### src/rtl/wb_port_arbiter_if.sv
// Writeback port bundle between the execute/memory units and the register file.
//   master : requesters and stall source; drives req_valid/req_data/req_rd and
//            wb_stall, observes req_ready, pending and the registered write port.
//   slave  : the arbiter; samples the requests and stall, drives req_ready,
//            pending and the write port (reg_write_en, rd_out,
//            register_write_data, grant_id).
interface wb_port_arbiter_if #(
  parameter int DATA_W = 19,
  parameter int ADDR_W = 3,
  parameter int NREQ   = 3,
  parameter int GID_W  = 2
);
  logic [NREQ-1:0]        req_valid;
  logic [NREQ*DATA_W-1:0] req_data;
  logic [NREQ*ADDR_W-1:0] req_rd;
  logic [NREQ-1:0]        req_ready;
  logic                   wb_stall;
  logic                   reg_write_en;
  logic [ADDR_W-1:0]      rd_out;
  logic [DATA_W-1:0]      register_write_data;
  logic [GID_W-1:0]       grant_id;
  logic [NREQ-1:0]        pending;

  modport master (
    output req_valid, req_data, req_rd, wb_stall,
    input  req_ready, reg_write_en, rd_out, register_write_data, grant_id, pending
  );

  modport slave (
    input  req_valid, req_data, req_rd, wb_stall,
    output req_ready, reg_write_en, rd_out, register_write_data, grant_id, pending
  );
endinterface

### src/rtl/wb_port_arbiter.sv
// Register-file write-port arbiter.
// Each of NREQ writeback sources owns a one-entry holding buffer with a
// valid/ready handshake. A round-robin arbiter drains the full buffers, one
// per cycle, into a registered write port that feeds the register file.
// Ports:
//   clk    : rising-edge clock
//   reset  : asynchronous, active-high; empties all buffers and clears the port
//   bus    : wb_port_arbiter_if.slave (requests, stall, ready, pending, write port)
module wb_port_arbiter #(
  parameter int DATA_W = 19,
  parameter int ADDR_W = 3,
  parameter int NREQ   = 3,
  parameter int GID_W  = 2
) (
  input logic               clk,
  input logic               reset,
  wb_port_arbiter_if.slave  bus
);

  // (base + off) mod NREQ; base is always < NREQ and off <= NREQ.
  function automatic logic [GID_W-1:0] wrap_idx(input logic [GID_W-1:0] base, input int off);
    int s;
    s = int'(base) + off;
    if (s >= NREQ) begin
      s = s - NREQ;
    end else begin
      s = s + 0;
    end
    return s[GID_W-1:0];
  endfunction

  logic [NREQ-1:0]   pending_q, pending_d;
  logic [DATA_W-1:0] data_q [NREQ];
  logic [DATA_W-1:0] data_d [NREQ];
  logic [ADDR_W-1:0] rd_q [NREQ];
  logic [ADDR_W-1:0] rd_d [NREQ];
  logic [GID_W-1:0]  ptr_q, ptr_d;
  logic              we_q, we_d;
  logic [ADDR_W-1:0] rd_out_q, rd_out_d;
  logic [DATA_W-1:0] wdata_q, wdata_d;
  logic [GID_W-1:0]  gid_q, gid_d;

  logic [NREQ-1:0]   grant_s;
  logic              grant_vld_s;
  logic [GID_W-1:0]  gidx_s;
  logic [GID_W-1:0]  idx_s;
  logic [NREQ-1:0]   req_ready_s;

  // Round-robin search from ptr upward, first pending buffer wins.
  always_comb begin
    grant_s     = '0;
    grant_vld_s = 1'b0;
    gidx_s      = '0;
    idx_s       = '0;
    if (!bus.wb_stall) begin
      for (int k = 0; k < NREQ; k++) begin
        idx_s = wrap_idx(ptr_q, k);
        if (!grant_vld_s && pending_q[idx_s]) begin
          grant_vld_s     = 1'b1;
          gidx_s          = idx_s;
          grant_s[idx_s]  = 1'b1;
        end else begin
          grant_vld_s = grant_vld_s;
        end
      end
    end else begin
      grant_vld_s = 1'b0;
    end
  end

  // A buffer being drained this cycle can be refilled in the same cycle.
  assign req_ready_s = ~pending_q | grant_s;

  // Buffer next state: a new transfer takes priority over the drain.
  always_comb begin
    pending_d = pending_q;
    data_d    = data_q;
    rd_d      = rd_q;
    for (int i = 0; i < NREQ; i++) begin
      if (bus.req_valid[i] && req_ready_s[i]) begin
        pending_d[i] = 1'b1;
        data_d[i]    = bus.req_data[i*DATA_W +: DATA_W];
        rd_d[i]      = bus.req_rd[i*ADDR_W +: ADDR_W];
      end else if (grant_s[i]) begin
        pending_d[i] = 1'b0;
      end else begin
        pending_d[i] = pending_q[i];
      end
    end
  end

  // Write port and pointer next state; payload holds when nothing is granted.
  always_comb begin
    we_d     = grant_vld_s;
    rd_out_d = rd_out_q;
    wdata_d  = wdata_q;
    gid_d    = gid_q;
    ptr_d    = ptr_q;
    if (grant_vld_s) begin
      rd_out_d = rd_q[gidx_s];
      wdata_d  = data_q[gidx_s];
      gid_d    = gidx_s;
      ptr_d    = wrap_idx(gidx_s, 1);
    end else begin
      ptr_d = ptr_q;
    end
  end

  // State registers with asynchronous clear.
  always_ff @(posedge clk or posedge reset) begin
    if (reset) begin
      pending_q <= '0;
      for (int i = 0; i < NREQ; i++) begin
        data_q[i] <= '0;
        rd_q[i]   <= '0;
      end
      ptr_q    <= '0;
      we_q     <= 1'b0;
      rd_out_q <= '0;
      wdata_q  <= '0;
      gid_q    <= '0;
    end else begin
      pending_q <= pending_d;
      data_q    <= data_d;
      rd_q      <= rd_d;
      ptr_q     <= ptr_d;
      we_q      <= we_d;
      rd_out_q  <= rd_out_d;
      wdata_q   <= wdata_d;
      gid_q     <= gid_d;
    end
  end

  assign bus.req_ready           = req_ready_s;
  assign bus.pending             = pending_q;
  assign bus.reg_write_en        = we_q;
  assign bus.rd_out              = rd_out_q;
  assign bus.register_write_data = wdata_q;
  assign bus.grant_id            = gid_q;

endmodule

### src/flat_wrapper.sv
// flat-port wrapper written by rule: the top's interface ports become plain ports
module wb_port_arbiter_flat 
#(
  parameter int DATA_W = 19,
  parameter int ADDR_W = 3,
  parameter int NREQ   = 3,
  parameter int GID_W  = 2
)
  (clk, reset, bus_req_valid, bus_req_data, bus_req_rd, bus_wb_stall, bus_req_ready, bus_reg_write_en, bus_rd_out, bus_register_write_data, bus_grant_id, bus_pending);
  wb_port_arbiter_if #(.DATA_W(DATA_W), .ADDR_W(ADDR_W), .NREQ(NREQ), .GID_W(GID_W)) bus_i ();
  input logic clk;
  input logic reset;
  input wire logic [$bits(bus_i.req_valid)-1:0] bus_req_valid;
  input wire logic [$bits(bus_i.req_data)-1:0] bus_req_data;
  input wire logic [$bits(bus_i.req_rd)-1:0] bus_req_rd;
  input wire logic [$bits(bus_i.wb_stall)-1:0] bus_wb_stall;
  output wire logic [$bits(bus_i.req_ready)-1:0] bus_req_ready;
  output wire logic [$bits(bus_i.reg_write_en)-1:0] bus_reg_write_en;
  output wire logic [$bits(bus_i.rd_out)-1:0] bus_rd_out;
  output wire logic [$bits(bus_i.register_write_data)-1:0] bus_register_write_data;
  output wire logic [$bits(bus_i.grant_id)-1:0] bus_grant_id;
  output wire logic [$bits(bus_i.pending)-1:0] bus_pending;
  assign bus_i.req_valid = bus_req_valid;
  assign bus_i.req_data = bus_req_data;
  assign bus_i.req_rd = bus_req_rd;
  assign bus_i.wb_stall = bus_wb_stall;
  assign bus_req_ready = bus_i.req_ready;
  assign bus_reg_write_en = bus_i.reg_write_en;
  assign bus_rd_out = bus_i.rd_out;
  assign bus_register_write_data = bus_i.register_write_data;
  assign bus_grant_id = bus_i.grant_id;
  assign bus_pending = bus_i.pending;
  wb_port_arbiter #(.DATA_W(DATA_W), .ADDR_W(ADDR_W), .NREQ(NREQ), .GID_W(GID_W)) u_core (.clk(clk), .reset(reset), .bus(bus_i));
endmodule
### config.mk
export PLATFORM = sky130hd
export DESIGN_NAME = wb_port_arbiter_flat
export DESIGN_NICKNAME = d
export VERILOG_FILES = /design/src/rtl/wb_port_arbiter_if.sv /design/src/rtl/wb_port_arbiter.sv /design/src/flat_wrapper.sv
export SDC_FILE = /design/constraint.sdc
export NUM_CORES = 1
export LEC_CHECK = 0
export BUFFER_PORTS_ARGS = -buffer_cell sky130_fd_sc_hd__buf_2
export CAP_MARGIN = 20
export CORE_MARGIN = 2
export CORE_UTILIZATION = 32
export DETAILED_ROUTE_END_ITERATION = 10
export PLACE_DENSITY = 0.58
export SETUP_SLACK_MARGIN = 0.15
export SYNTH_ARGS = -nofsm -noshare
export SYNTH_HDL_FRONTEND = slang
export SYNTH_SLANG_ARGS = --single-unit
export TNS_END_PERCENT = 30
### constraint.sdc
create_clock -name clk -period 8.3 [get_ports clk]
set_input_delay 0.415 -clock clk [delete_from_list [all_inputs] [get_ports clk]]
set_output_delay 0.415 -clock clk [all_outputs]
set_load 0.05 [all_outputs]
==> flow_results.xml, run 1 <==
<?xml version="1.0" encoding="UTF-8"?>
<metrics>
  <group name="setup_path">
    <metric name="setup.worst_path.end_class" unit="">primary output</metric>
    <metric name="critical_path_required_time" unit="ps">7890</metric>
    <metric name="timing_worst_setup_path_type" unit="">reg2out</metric>
    <metric name="worstPathMaxFanout" unit="">45</metric>
    <metric name="critical_path.cell_chain" unit="">inv_1 -&gt; ha_1 -&gt; mux2_2 -&gt; nor4_1 -&gt; a211oi_4 -&gt; buf_4 -&gt; o21ai_0 -&gt; buf_2</metric>
    <metric name="cp-start-kind" unit="">register</metric>
    <metric name="critical_path_arrival" unit="ps">3140</metric>
    <metric name="critPathMaxStageDelay" unit="ps">480</metric>
    <metric name="worst_path_dominant_cell_family" unit="">buffers and inverters</metric>
    <metric name="critical-path-slowest-cell" unit="">sky130_fd_sc_hd__ha_1</metric>
    <metric name="cp_num_buf_inv" unit="">3</metric>
  </group>
  <group name="finish">
    <metric name="area_growth" unit="%">19.1</metric>
    <metric name="stdcell_count" unit="">714</metric>
    <metric name="multi_input_comb_area" unit="um^2">2280</metric>
    <metric name="nets" unit="">599</metric>
    <metric name="diodes_inserted" unit="">0</metric>
    <metric name="sequential_cell_area" unit="um^2">2400</metric>
    <metric name="drive_gt1_share" unit="%">26.2</metric>
    <metric name="filler_cell_count" unit="">1474</metric>
  </group>
  <group name="sta">
    <metric name="layout_setup_ws" unit="ps">4750</metric>
    <metric name="max_slew_margin" unit="%">34.5</metric>
    <metric name="final.period_utilization" unit="%">42.8</metric>
    <metric name="worst-slew-pin-transition" unit="ps">983</metric>
    <metric name="clock_skew" unit="ps">9.06</metric>
    <metric name="final_period_minus_worst_setup_slack" unit="ps">3550</metric>
    <metric name="max_freq" unit="MHz">281</metric>
    <metric name="setup_tns" unit="ps">0</metric>
    <metric name="report.final.setup_viol" unit="">0</metric>
    <metric name="drv_slew" unit="">0</metric>
    <metric name="grt_setup_unrepaired" unit="">false</metric>
    <metric name="finalHoldViolations" unit="">0</metric>
  </group>
  <group name="placed_design">
    <metric name="placed_cells" unit="">698</metric>
    <metric name="detailed_place_hpwl" unit="mm">9.40</metric>
    <metric name="place_ws" unit="ps">5120</metric>
    <metric name="globalplace.congestion" unit="">0.832</metric>
    <metric name="buffer_ports.inserted" unit="">102</metric>
  </group>
  <group name="synthesis">
    <metric name="most_instantiated_cells_after_synthesis" unit="">96 x sky130_fd_sc_hd__dfrtp_1, 51 x sky130_fd_sc_hd__nand2_1, 42 x sky130_fd_sc_hd__mux2_1</metric>
    <metric name="synth_edf_count" unit="">0</metric>
    <metric name="synth_cell_types" unit="">50</metric>
    <metric name="synth_area_leader_cell" unit="">sky130_fd_sc_hd__dfrtp_1</metric>
    <metric name="ys_dominant_reg_cell" unit="">sky130_fd_sc_hd__dfrtp_1</metric>
    <metric name="yosys_register_bits" unit="">96</metric>
    <metric name="synth_largest_type_area_fraction" unit="%">49.0</metric>
    <metric name="yosysMostFrequentCell" unit="">sky130_fd_sc_hd__dfrtp_1</metric>
    <metric name="synthesis.nets" unit="">518</metric>
    <metric name="ys_seq_area_share" unit="%">49.0</metric>
    <metric name="synth-warning-count" unit="">0</metric>
    <metric name="synthArstFlopShare" unit="%">100</metric>
    <metric name="post_synth.cell_area_avg" unit="um^2">11.1</metric>
    <metric name="netlist_area" unit="um^2">4900</metric>
    <metric name="synth.area.top_cells" unit="">sky130_fd_sc_hd__dfrtp_1 49%, sky130_fd_sc_hd__mux2_1 9.7%, sky130_fd_sc_hd__o221a_1 4.6%</metric>
    <metric name="netlist_instances" unit="">441</metric>
  </group>
  <group name="routing">
    <metric name="final_antenna_net_count" unit="">0</metric>
    <metric name="dr_wl_met3" unit="um">617</metric>
    <metric name="detail_route.wl_per_cell" unit="um">18.3</metric>
    <metric name="via_count" unit="">3873</metric>
    <metric name="met2_wirelength" unit="mm">5.55</metric>
    <metric name="drc" unit="">0</metric>
    <metric name="routedLengthMet1" unit="mm">6.47</metric>
    <metric name="drtIter0Drc" unit="">355</metric>
    <metric name="detail_route.first_pass.iterations" unit="">4</metric>
    <metric name="highest_routed_metal_layer" unit="">met4</metric>
    <metric name="via_per_inst" unit="">5.42</metric>
    <metric name="detail_route.wirelength" unit="mm">13.1</metric>
  </group>
  <group name="cts">
    <metric name="worst_setup_hold_path_clk_slew" unit="ps">70</metric>
    <metric name="clock_tree.root_cell" unit="">sky130_fd_sc_hd__clkbuf_16</metric>
    <metric name="worstSkewPairLatency" unit="ps">350</metric>
    <metric name="tritoncts_num_sinks" unit="">96</metric>
    <metric name="cts_post_setup_buffers_inserted" unit="">0</metric>
    <metric name="maximum_clock_insertion_buffer_count" unit="">2</metric>
    <metric name="ctsResizeCount" unit="">0</metric>
    <metric name="cts_tree" unit="">done</metric>
    <metric name="cts_hold_buf" unit="">0</metric>
    <metric name="cts-buffers-inserted" unit="">9</metric>
    <metric name="htree_depth" unit="">3</metric>
  </group>
  <group name="floorplan">
    <metric name="fp.coreArea" unit="um^2">15100</metric>
    <metric name="top_ports" unit="">103</metric>
    <metric name="chipWidth" unit="um">128</metric>
    <metric name="die_h" unit="um">128</metric>
    <metric name="dieArea" unit="um^2">16300</metric>
    <metric name="initial_utilization" unit="%">32.5</metric>
    <metric name="floorplan.rows" unit="">45</metric>
  </group>
  <group name="grt">
    <metric name="grt_start_max_net_pins" unit="">53</metric>
    <metric name="global_route.overflow_total" unit="">0</metric>
    <metric name="antenna_found_initial" unit="">0</metric>
    <metric name="first_pass_grt_wire_length" unit="mm">20.6</metric>
    <metric name="first_global_vias" unit="">3707</metric>
    <metric name="grt_use_total" unit="%">16.4</metric>
  </group>
  <group name="pwr">
    <metric name="power_density_over_cell_area" unit="nW/um^2">464</metric>
    <metric name="ir_worst_vdd" unit="mV">0.192</metric>
    <metric name="p_leak" unit="nW">2.39</metric>
  </group>
  <group name="run">
    <metric name="drv.max_cap_violation_count" unit="">0</metric>
  </group>
  <group name="outcome">
    <metric name="outcome" unit="">finished, final reports clean</metric>
  </group>
  <group name="min_path">
    <metric name="hp-class" unit="">in2async</metric>
  </group>
</metrics>
cell usage in the layout, fill, tap and decap left out, types with 5 or more instances in the layout:
cell and n:
sky130_fd_sc_hd__o32ai_1 21, sky130_fd_sc_hd__clkbuf_16 9, sky130_fd_sc_hd__ha_1 5, sky130_fd_sc_hd__buf_2 102, sky130_fd_sc_hd__buf_4 7, sky130_fd_sc_hd__a221oi_1 20
sky130_fd_sc_hd__inv_1 7, sky130_fd_sc_hd__dfrtp_1 96, sky130_fd_sc_hd__o211ai_1 20, sky130_fd_sc_hd__nand2b_1 5, sky130_fd_sc_hd__nand2_1 51, sky130_fd_sc_hd__o221a_1 20
sky130_fd_sc_hd__nor2b_1 22, sky130_fd_sc_hd__nor2_1 7, sky130_fd_sc_hd__o21ai_0 7, sky130_fd_sc_hd__mux2_1 42, sky130_fd_sc_hd__nand3_1 27
kinds of logic (layout without fill, tap and decap cells):
family          after synthesis  count (layout)  synth area share (%)
mux                          46              46                  10.5
compound gates              113             113                  20.5
fa+ha+maj                     5               5                  1.28
flops                        96              96                  49.0
buf+inv                      48             133                  4.80
simple gates                133             133                  13.9
layout make-up:
cell class | count | share of cell area, %
sequential | 96 | 41.2
tap | 188 | 4.03
multi-input combinational | 297 | 39.0
inverter | 8 | 0.558
clock inverter | 4 | 0.922
clock buffer | 11 | 4.16
timing repair buffer | 110 | 10.1
sequential cells by signal (all words and copies together) (netlist names):
signal,cells
u_core.ptr_q,2
u_core.rd_q,9
u_core.data_q,57
u_core.bus.grant_id,2
u_core.bus.rd_out,3
u_core.bus.reg_write_en,1
u_core.bus.pending,3
u_core.bus.register_write_data,19
worst paths after layout:
| kind | start | to | slack (ps) | cells past startpoint |
|---|---|---|---|---|
| max | u_core.ptr_q[0] | bus_req_ready[2] | 4750 | 8 |
| min | reset | u_core.data_q[49] | 120 | 2 |
| max reg2reg | u_core.ptr_q[0] | u_core.bus.register_write_data[7] | 5110 | 7 |
| min reg2reg | u_core.data_q[53] | u_core.data_q[53] | 490 | 1 |
| max in group asynchronous | reset | u_core.bus.register_write_data[3] | 7090 | 3 |
| min in group clk | bus_req_data[35] | u_core.data_q[35] | 270 | 2 |
per-layer routing:
layer	vias up	GRT usage (%)
li1	1836	-
met1	1901	24.0
met2	112	23.3
met3	24	2.88
met4	0	8.14
met5	-	0
report_power, final:
group / switching, mW / internal [mW] / leakage [nW]
clock network: 0.177 / 0.241 / 0.138
logic: 0.876 / 0.523 / 1.20
registers: 0.185 / 0.705 / 1.06
per-stage QoR:
step	power (mW)	instance area, um^2	hold slack [ps]	utilization [%]
5_1_grt	2.90	5830	175	38.7
4_1_cts	2.71	5810	151	38.5
3_3_place_gp	2.23	5510	471	36.5
6_report	2.71	5830	125	38.7
3_5_place_dp	2.28	5510	480	36.5
2_1_floorplan	1.97	4900	451	-
Note: power is estimated with default switching activity, not from simulation.
==> run 2: changes to the inputs <==
Settings changed: ABC_AREA set to 1, PLACE_DENSITY 0.58 to 0.61.
Clock period 8.3 ns to 2.9 ns, I/O delays scaled along.
==> flow_results.xml, run 2 <==
<?xml version="1.0" encoding="UTF-8"?>
<metrics>
  <group name="outcome">
    <metric name="outcome" unit="">finished, final reports clean</metric>
  </group>
  <group name="cts">
    <metric name="tritoncts_num_sinks" unit="">96</metric>
    <metric name="cts-buffers-inserted" unit="">9</metric>
    <metric name="worst_setup_hold_path_clk_slew" unit="ps">60</metric>
    <metric name="maximum_clock_insertion_buffer_count" unit="">2</metric>
    <metric name="cts_tree" unit="">done</metric>
    <metric name="htree_depth" unit="">3</metric>
    <metric name="clock_tree.root_cell" unit="">sky130_fd_sc_hd__clkbuf_16</metric>
    <metric name="worstSkewPairLatency" unit="ps">350</metric>
  </group>
  <group name="routing">
    <metric name="via_count" unit="">3939</metric>
    <metric name="final_antenna_net_count" unit="">0</metric>
    <metric name="detail_route.wirelength" unit="mm">12.0</metric>
    <metric name="drc" unit="">0</metric>
    <metric name="detail_route.wl_per_cell" unit="um">13.9</metric>
    <metric name="drtIter0Drc" unit="">245</metric>
    <metric name="detail_route.first_pass.iterations" unit="">4</metric>
    <metric name="via_per_inst" unit="">4.55</metric>
  </group>
  <group name="floorplan">
    <metric name="fp.coreArea" unit="um^2">14400</metric>
    <metric name="top_ports" unit="">103</metric>
    <metric name="initial_utilization" unit="%">32.3</metric>
    <metric name="chipWidth" unit="um">125</metric>
    <metric name="dieArea" unit="um^2">15500</metric>
    <metric name="floorplan.rows" unit="">44</metric>
    <metric name="die_h" unit="um">125</metric>
  </group>
  <group name="setup_path">
    <metric name="reg2reg_slack" unit="ps">580</metric>
    <metric name="critical-path-slowest-cell" unit="">sky130_fd_sc_hd__dfrtp_1</metric>
    <metric name="setup.worst_path.end_class" unit="">primary output</metric>
    <metric name="reg2reg_to" unit="">u_core.bus.register_write_data[14]</metric>
    <metric name="timing_worst_setup_path_type" unit="">reg2out</metric>
    <metric name="cp_num_cells" unit="">14</metric>
    <metric name="r2r-start" unit="">u_core.ptr_q[0]</metric>
    <metric name="cp_num_buf_inv" unit="">5</metric>
    <metric name="critPathMaxStageDelay" unit="ps">420</metric>
    <metric name="critical_path_required_time" unit="ps">2760</metric>
    <metric name="critical_path.cell_chain" unit="">inv_1 -&gt; ha_2 -&gt; inv_2 -&gt; nand2_1 -&gt; nand3_1 -&gt; nand2_2 -&gt; nand2_1 -&gt; inv_2 -&gt; nand3_1 -&gt; nand3_1 -&gt; nand2_1 -&gt; nand2_2 -&gt; buf_6 -&gt; buf_4</metric>
    <metric name="rr_worst_depth" unit="">12</metric>
    <metric name="cp-start-kind" unit="">register</metric>
    <metric name="critical_path_arrival" unit="ps">2360</metric>
    <metric name="worst_path_dominant_cell_family" unit="">buffers and inverters</metric>
    <metric name="worstPathMaxFanout" unit="">23</metric>
  </group>
  <group name="synthesis">
    <metric name="adder_and_majority_cell_fraction_of_the_synthesized_area" unit="%">1.35</metric>
    <metric name="post_synth.cell_area_avg" unit="um^2">7.92</metric>
    <metric name="yosys_register_bits" unit="">96</metric>
    <metric name="netlist_area" unit="um^2">4650</metric>
    <metric name="ys_seq_area_share" unit="%">51.7</metric>
    <metric name="synth_largest_type_area_fraction" unit="%">51.7</metric>
    <metric name="synth_area_leader_cell" unit="">sky130_fd_sc_hd__dfrtp_1</metric>
    <metric name="synth_top_family_by_area" unit="">simple AND/OR/NAND/NOR gates</metric>
    <metric name="synth.area.top_cells" unit="">sky130_fd_sc_hd__dfrtp_1 52%, sky130_fd_sc_hd__nand2_1 14%, sky130_fd_sc_hd__nand3_1 11%</metric>
    <metric name="netlist_instances" unit="">587</metric>
    <metric name="ys_dominant_reg_cell" unit="">sky130_fd_sc_hd__dfrtp_1</metric>
    <metric name="synth-warning-count" unit="">0</metric>
    <metric name="synthesis.nets" unit="">664</metric>
    <metric name="synth_compound_gate_area_share" unit="%">5.76</metric>
    <metric name="yosysMostFrequentCell" unit="">sky130_fd_sc_hd__nand2_1</metric>
    <metric name="synth_simple_gate_area_share" unit="%">32.2</metric>
    <metric name="synth_edf_count" unit="">0</metric>
    <metric name="synth_cell_types" unit="">18</metric>
    <metric name="most_instantiated_cells_after_synthesis" unit="">178 x sky130_fd_sc_hd__nand2_1, 101 x sky130_fd_sc_hd__nand3_1, 96 x sky130_fd_sc_hd__dfrtp_1</metric>
    <metric name="synthArstFlopShare" unit="%">100</metric>
    <metric name="post_synth_xor_area_fraction" unit="%">0</metric>
    <metric name="post_synth_mux_area_share" unit="%">0</metric>
  </group>
  <group name="placed_design">
    <metric name="detailed_place_hpwl" unit="mm">8.85</metric>
    <metric name="place_area" unit="um^2">5290</metric>
    <metric name="globalplace.congestion" unit="">0.787</metric>
    <metric name="buffer_ports.inserted" unit="">102</metric>
  </group>
  <group name="run">
    <metric name="drv.max_cap_violation_count" unit="">0</metric>
  </group>
  <group name="finish">
    <metric name="largest_register_ff_count" unit="">57</metric>
    <metric name="area_growth" unit="%">20.8</metric>
    <metric name="diodes_inserted" unit="">0</metric>
    <metric name="nets" unit="">755</metric>
    <metric name="final_design_area_excluding_fillers" unit="um^2">5610</metric>
    <metric name="post_layout_utilization_of_the_core" unit="%">39.1</metric>
    <metric name="final_common_cell" unit="">sky130_fd_sc_hd__nand2_1</metric>
    <metric name="filler_cell_count" unit="">1510</metric>
    <metric name="multi_input_comb_area" unit="um^2">1840</metric>
    <metric name="top_register" unit="">u_core.data_q</metric>
    <metric name="final_cell_mix" unit="">178 x sky130_fd_sc_hd__nand2_1, 101 x sky130_fd_sc_hd__nand3_1, 100 x sky130_fd_sc_hd__buf_2</metric>
    <metric name="sequential_cell_area" unit="um^2">2400</metric>
    <metric name="drive_gt1_share" unit="%">21.4</metric>
  </group>
  <group name="sta">
    <metric name="worst-slew-pin-transition" unit="ps">462</metric>
    <metric name="setup_tns" unit="ps">0</metric>
    <metric name="max_freq" unit="MHz">399</metric>
    <metric name="grt_setup_unrepaired" unit="">false</metric>
    <metric name="drv_slew" unit="">0</metric>
    <metric name="final_period_minus_worst_setup_slack" unit="ps">2510</metric>
    <metric name="finalHoldViolations" unit="">0</metric>
    <metric name="final.period_utilization" unit="%">86.5</metric>
    <metric name="max_slew_margin" unit="%">69.2</metric>
    <metric name="report.final.setup_viol" unit="">0</metric>
    <metric name="clock_skew" unit="ps">4.75</metric>
  </group>
  <group name="pwr">
    <metric name="power_density_over_cell_area" unit="nW/um^2">1350</metric>
    <metric name="p_leak" unit="nW">3.05</metric>
    <metric name="total_power" unit="mW">7.60</metric>
    <metric name="ir_worst_vdd" unit="mV">0.699</metric>
  </group>
  <group name="grt">
    <metric name="antenna_found_initial" unit="">0</metric>
    <metric name="grt_use_total" unit="%">16.3</metric>
    <metric name="global_route.overflow_total" unit="">0</metric>
    <metric name="first_global_vias" unit="">3933</metric>
    <metric name="grt_start_max_net_pins" unit="">54</metric>
    <metric name="first_pass_grt_wire_length" unit="mm">20.3</metric>
  </group>
  <group name="min_path">
    <metric name="worstHoldStart" unit="">bus_req_data[11]</metric>
    <metric name="hp-class" unit="">in2reg</metric>
    <metric name="hold_end" unit="">u_core.data_q[49]</metric>
    <metric name="min_delay_path_depth" unit="">3</metric>
  </group>
</metrics>
-- run 2: changes by cell type after synthesis, moves of 41 or more --
cell	before	now
sky130_fd_sc_hd__nand2_1	51	178
sky130_fd_sc_hd__nand3_1	27	101
sky130_fd_sc_hd__inv_1	8	53
sky130_fd_sc_hd__mux2_1	42	0
sky130_fd_sc_hd__a21oi_1	3	44
-- run 2: tightest hold or removal path: stages --
cell	delay, ps
sky130_fd_sc_hd__buf_2	70
sky130_fd_sc_hd__nand3_1	60
sky130_fd_sc_hd__nand2_1	60
-- run 2: how the worst max path moves through the flow --
stage | slack (ps) | end | from
global route | 170 | bus_req_ready[2] | u_core.ptr_q[1]
floorplan | 250 | u_core.bus.grant_id[0] | reset
CTS | 160 | bus_req_ready[1] | u_core.ptr_q[0]
detailed placement | 490 | u_core.data_q[38] | u_core.ptr_q[0]
finish | 390 | bus_req_ready[1] | u_core.ptr_q[1]
global placement | 550 | bus_req_ready[2] | u_core.ptr_q[0]
-- run 2: through the flow --
step	instances	hold WS (ps)	worst slack, ps
2_1_floorplan	587	289	250
4_1_cts	863	1.54	158
3_5_place_dp	849	379	488
5_1_grt	865	29.6	166
6_report	865	23.7	391
3_3_place_gp	849	382	548
-- run 2: where the power goes --
group	internal [mW]	total, mW	switching (mW)
clock	0.595	1.07	0.479
combinational	1.22	4.12	2.90
sequential	2.00	2.41	0.401
total	3.82	7.60	3.78
-- run 2: per-layer routing --
layer  vias to the layer above  wire length, um  GRT usage (%)
met5                         -                0              0
li1                       2082                -              -
met3                        15              529           3.05
met1                      1763             6200           24.1
met4                         0              218           6.54
met2                        79             5080           23.3
-- run 2: logic make-up after synthesis --
| logic type | after synthesis |
|---|---|
| adders and majority gates | 5 |
| AOI/OAI and AO/OA | 53 |
| and+or+nand+nor | 339 |
| buffers and inverters | 94 |
| DFF | 96 |
-- run 2: layout make-up --
type,instances,area share (%)
timing repair buffer,114,11.7
sequential,96,42.8
inverter,60,4.03
clock inverter,1,0.0892
multi-input combinational,397,32.8
clock buffer,13,4.46
tap,184,4.10
-- run 2: what timing repair did --
action                                  CTS  global route
endpoints found under the setup margin    1             2
endpoints found under the hold margin     0            96
pin swaps                                 0             0
setup buffers                             0             0
gates cloned                              0             0
gates resized for setup                   1             9
hold buffers                              0             1
==> run 3: changes to the inputs <==
Settings changed: PLACE_DENSITY 0.61 to not set, PLACE_DENSITY_LB_ADDON set to 0.3.
==> flow_results.xml, run 3 (synthesis results as in run 2) <==
<?xml version="1.0" encoding="UTF-8"?>
<metrics>
  <group name="routing">
    <metric name="routedLengthMet1" unit="mm">6.21</metric>
    <metric name="via_count" unit="">4217</metric>
    <metric name="detail_route.first_pass.iterations" unit="">5</metric>
    <metric name="via_per_inst" unit="">4.86</metric>
    <metric name="drtIter0Drc" unit="">379</metric>
    <metric name="met2_wirelength" unit="mm">5.60</metric>
    <metric name="highest_routed_metal_layer" unit="">met4</metric>
    <metric name="detail_route.wirelength" unit="mm">12.8</metric>
    <metric name="dr_wl_met3" unit="um">579</metric>
    <metric name="final_antenna_net_count" unit="">0</metric>
    <metric name="drc" unit="">0</metric>
    <metric name="detail_route.wl_per_cell" unit="um">14.8</metric>
  </group>
  <group name="sta">
    <metric name="final_period_minus_worst_setup_slack" unit="ps">2540</metric>
    <metric name="report.final.setup_viol" unit="">0</metric>
    <metric name="clock_skew" unit="ps">7.38</metric>
    <metric name="max_freq" unit="MHz">394</metric>
    <metric name="worst-slew-pin-transition" unit="ps">684</metric>
    <metric name="drv_slew" unit="">0</metric>
    <metric name="finalHoldViolations" unit="">0</metric>
    <metric name="grt_setup_unrepaired" unit="">false</metric>
    <metric name="setup_tns" unit="ps">0</metric>
    <metric name="final.period_utilization" unit="%">87.6</metric>
    <metric name="max_slew_margin" unit="%">54.3</metric>
    <metric name="layout_setup_ws" unit="ps">359</metric>
  </group>
  <group name="cts">
    <metric name="worst_setup_hold_path_clk_slew" unit="ps">60</metric>
    <metric name="worstSkewPairLatency" unit="ps">350</metric>
    <metric name="cts_tree" unit="">done</metric>
    <metric name="htree_depth" unit="">3</metric>
    <metric name="tritoncts_num_sinks" unit="">96</metric>
    <metric name="clock_tree.root_cell" unit="">sky130_fd_sc_hd__clkbuf_16</metric>
    <metric name="maximum_clock_insertion_buffer_count" unit="">2</metric>
    <metric name="cts-buffers-inserted" unit="">9</metric>
  </group>
  <group name="floorplan">
    <metric name="top_ports" unit="">103</metric>
    <metric name="fp.coreArea" unit="um^2">14400</metric>
    <metric name="chipWidth" unit="um">125</metric>
    <metric name="floorplan.rows" unit="">44</metric>
    <metric name="die_h" unit="um">125</metric>
    <metric name="initial_utilization" unit="%">32.3</metric>
    <metric name="dieArea" unit="um^2">15500</metric>
  </group>
  <group name="grt">
    <metric name="first_pass_grt_wire_length" unit="mm">20.8</metric>
    <metric name="global_route.overflow_total" unit="">0</metric>
    <metric name="grt_use_total" unit="%">16.6</metric>
    <metric name="grt_start_max_net_pins" unit="">40</metric>
    <metric name="first_global_vias" unit="">4084</metric>
    <metric name="antenna_found_initial" unit="">0</metric>
  </group>
  <group name="placed_design">
    <metric name="detailed_place_hpwl" unit="mm">9.32</metric>
    <metric name="placed_cells" unit="">850</metric>
    <metric name="buffer_ports.inserted" unit="">102</metric>
    <metric name="place_ws" unit="ps">482</metric>
    <metric name="globalplace.congestion" unit="">0.865</metric>
  </group>
  <group name="setup_path">
    <metric name="critical_path_required_time" unit="ps">2760</metric>
    <metric name="reg2reg_slack" unit="ps">640</metric>
    <metric name="r2r-start" unit="">u_core.ptr_q[0]</metric>
    <metric name="cp-start-kind" unit="">register</metric>
    <metric name="reg2reg_to" unit="">u_core.rd_q[7]</metric>
    <metric name="timing_worst_setup_path_type" unit="">reg2out</metric>
    <metric name="setup.worst_path.end_class" unit="">primary output</metric>
    <metric name="rr_worst_depth" unit="">13</metric>
    <metric name="worstPathMaxFanout" unit="">23</metric>
    <metric name="critical_path_arrival" unit="ps">2400</metric>
  </group>
  <group name="finish">
    <metric name="sequential_cell_area" unit="um^2">2400</metric>
    <metric name="post_layout_utilization_of_the_core" unit="%">39.5</metric>
    <metric name="drive_gt1_share" unit="%">22.2</metric>
    <metric name="stdcell_count" unit="">868</metric>
    <metric name="top_register" unit="">u_core.data_q</metric>
    <metric name="multi_input_comb_area" unit="um^2">1850</metric>
    <metric name="largest_register_ff_count" unit="">57</metric>
    <metric name="diodes_inserted" unit="">0</metric>
    <metric name="final_cell_mix" unit="">178 x sky130_fd_sc_hd__nand2_1, 101 x sky130_fd_sc_hd__nand3_1, 99 x sky130_fd_sc_hd__buf_2</metric>
    <metric name="nets" unit="">756</metric>
    <metric name="area_growth" unit="%">22.2</metric>
    <metric name="filler_cell_count" unit="">1478</metric>
    <metric name="final_common_cell" unit="">sky130_fd_sc_hd__nand2_1</metric>
  </group>
  <group name="run">
    <metric name="drv.max_cap_violation_count" unit="">0</metric>
  </group>
  <group name="pwr">
    <metric name="ir_worst_vdd" unit="mV">0.436</metric>
    <metric name="power_density_over_cell_area" unit="nW/um^2">1400</metric>
    <metric name="total_power" unit="mW">7.96</metric>
    <metric name="p_leak" unit="nW">3.08</metric>
  </group>
  <group name="outcome">
    <metric name="outcome" unit="">finished, final reports clean</metric>
  </group>
  <group name="min_path">
    <metric name="min_delay_path_depth" unit="">3</metric>
    <metric name="hp-class" unit="">in2reg</metric>
    <metric name="hold_end" unit="">u_core.rd_q[5]</metric>
    <metric name="worstHoldStart" unit="">bus_req_rd[5]</metric>
  </group>
</metrics>
## run 3: cell types whose count changed in the layout (fill, tap and decap cells not counted), sizes merged
cell	delta
bufinv	+1
buf	+1
clkinv	+1
## run 3: what timing repair did
action                                  in CTS  in global routing
cloned                                       0                  0
setup buffers                                0                  1
pin swaps                                    0                  0
hold buffers                                 1                  0
endpoints found under the setup margin       3                  3
hold endpoints to repair                    37                  0
resized for setup                            1                 14
## run 3: how the worst max path moves through the flow
stage / depth (start not counted) / slack, ps / start / endpoint
floorplan: 1 / 250 / reset / u_core.bus.grant_id[0]
global placement: 14 / 600 / u_core.ptr_q[0] / bus_req_ready[1]
detailed placement: 14 / 480 / u_core.ptr_q[0] / bus_req_ready[1]
CTS: 12 / 130 / u_core.ptr_q[0] / bus_req_ready[0]
global route: 14 / 160 / u_core.ptr_q[1] / bus_req_ready[1]
finish: 12 / 360 / u_core.ptr_q[0] / bus_req_ready[0]
## run 3: report_power, final
| group | internal, mW | leakage [nW] | switching, mW | total (mW) |
|---|---|---|---|---|
| registers | 2.00 | 1.16 | 0.409 | 2.41 |
| clock network | 0.766 | 0.162 | 0.505 | 1.27 |
| logic | 1.25 | 1.75 | 3.03 | 4.28 |
| total | 4.02 | 3.08 | 3.94 | 7.96 |
## run 3: area by class of cell
cell class,instances,area share (%)
Tap cell,184,4.05
Clock inverter,3,0.837
Inverter,60,3.99
Clock buffer,13,4.93
Multi-Input combinational cell,397,32.6
Timing Repair Buffer,115,11.3
Sequential cell,96,42.3
## run 3: worst max-delay path: stages, from the launching register on
cell                      delay, ps
sky130_fd_sc_hd__dfrtp_1        380
sky130_fd_sc_hd__inv_1          170
sky130_fd_sc_hd__ha_4           180
sky130_fd_sc_hd__inv_1          100
sky130_fd_sc_hd__nand2_1         80
sky130_fd_sc_hd__nand3_1        100
sky130_fd_sc_hd__nand2_1        160
sky130_fd_sc_hd__nand3_1        140
sky130_fd_sc_hd__nor2_1         120
sky130_fd_sc_hd__o21ai_1         90
sky130_fd_sc_hd__nand2_2        120
sky130_fd_sc_hd__buf_6          210
sky130_fd_sc_hd__buf_6          190
## run 3: layer usage
metal	up-vias	GRT usage (%)
met4	0	8.06
met5	-	0
met2	128	24.2
met3	26	2.84
met1	1980	24.0
li1	2083	-
## run 3: through the flow
stage,hold slack (ps),instance area [um^2]
after floorplan,289,4650
after global placement,258,5280
after detailed placement,269,5280
after CTS,19.2,5620
after global routing,33.9,5680
final,25.5,5680
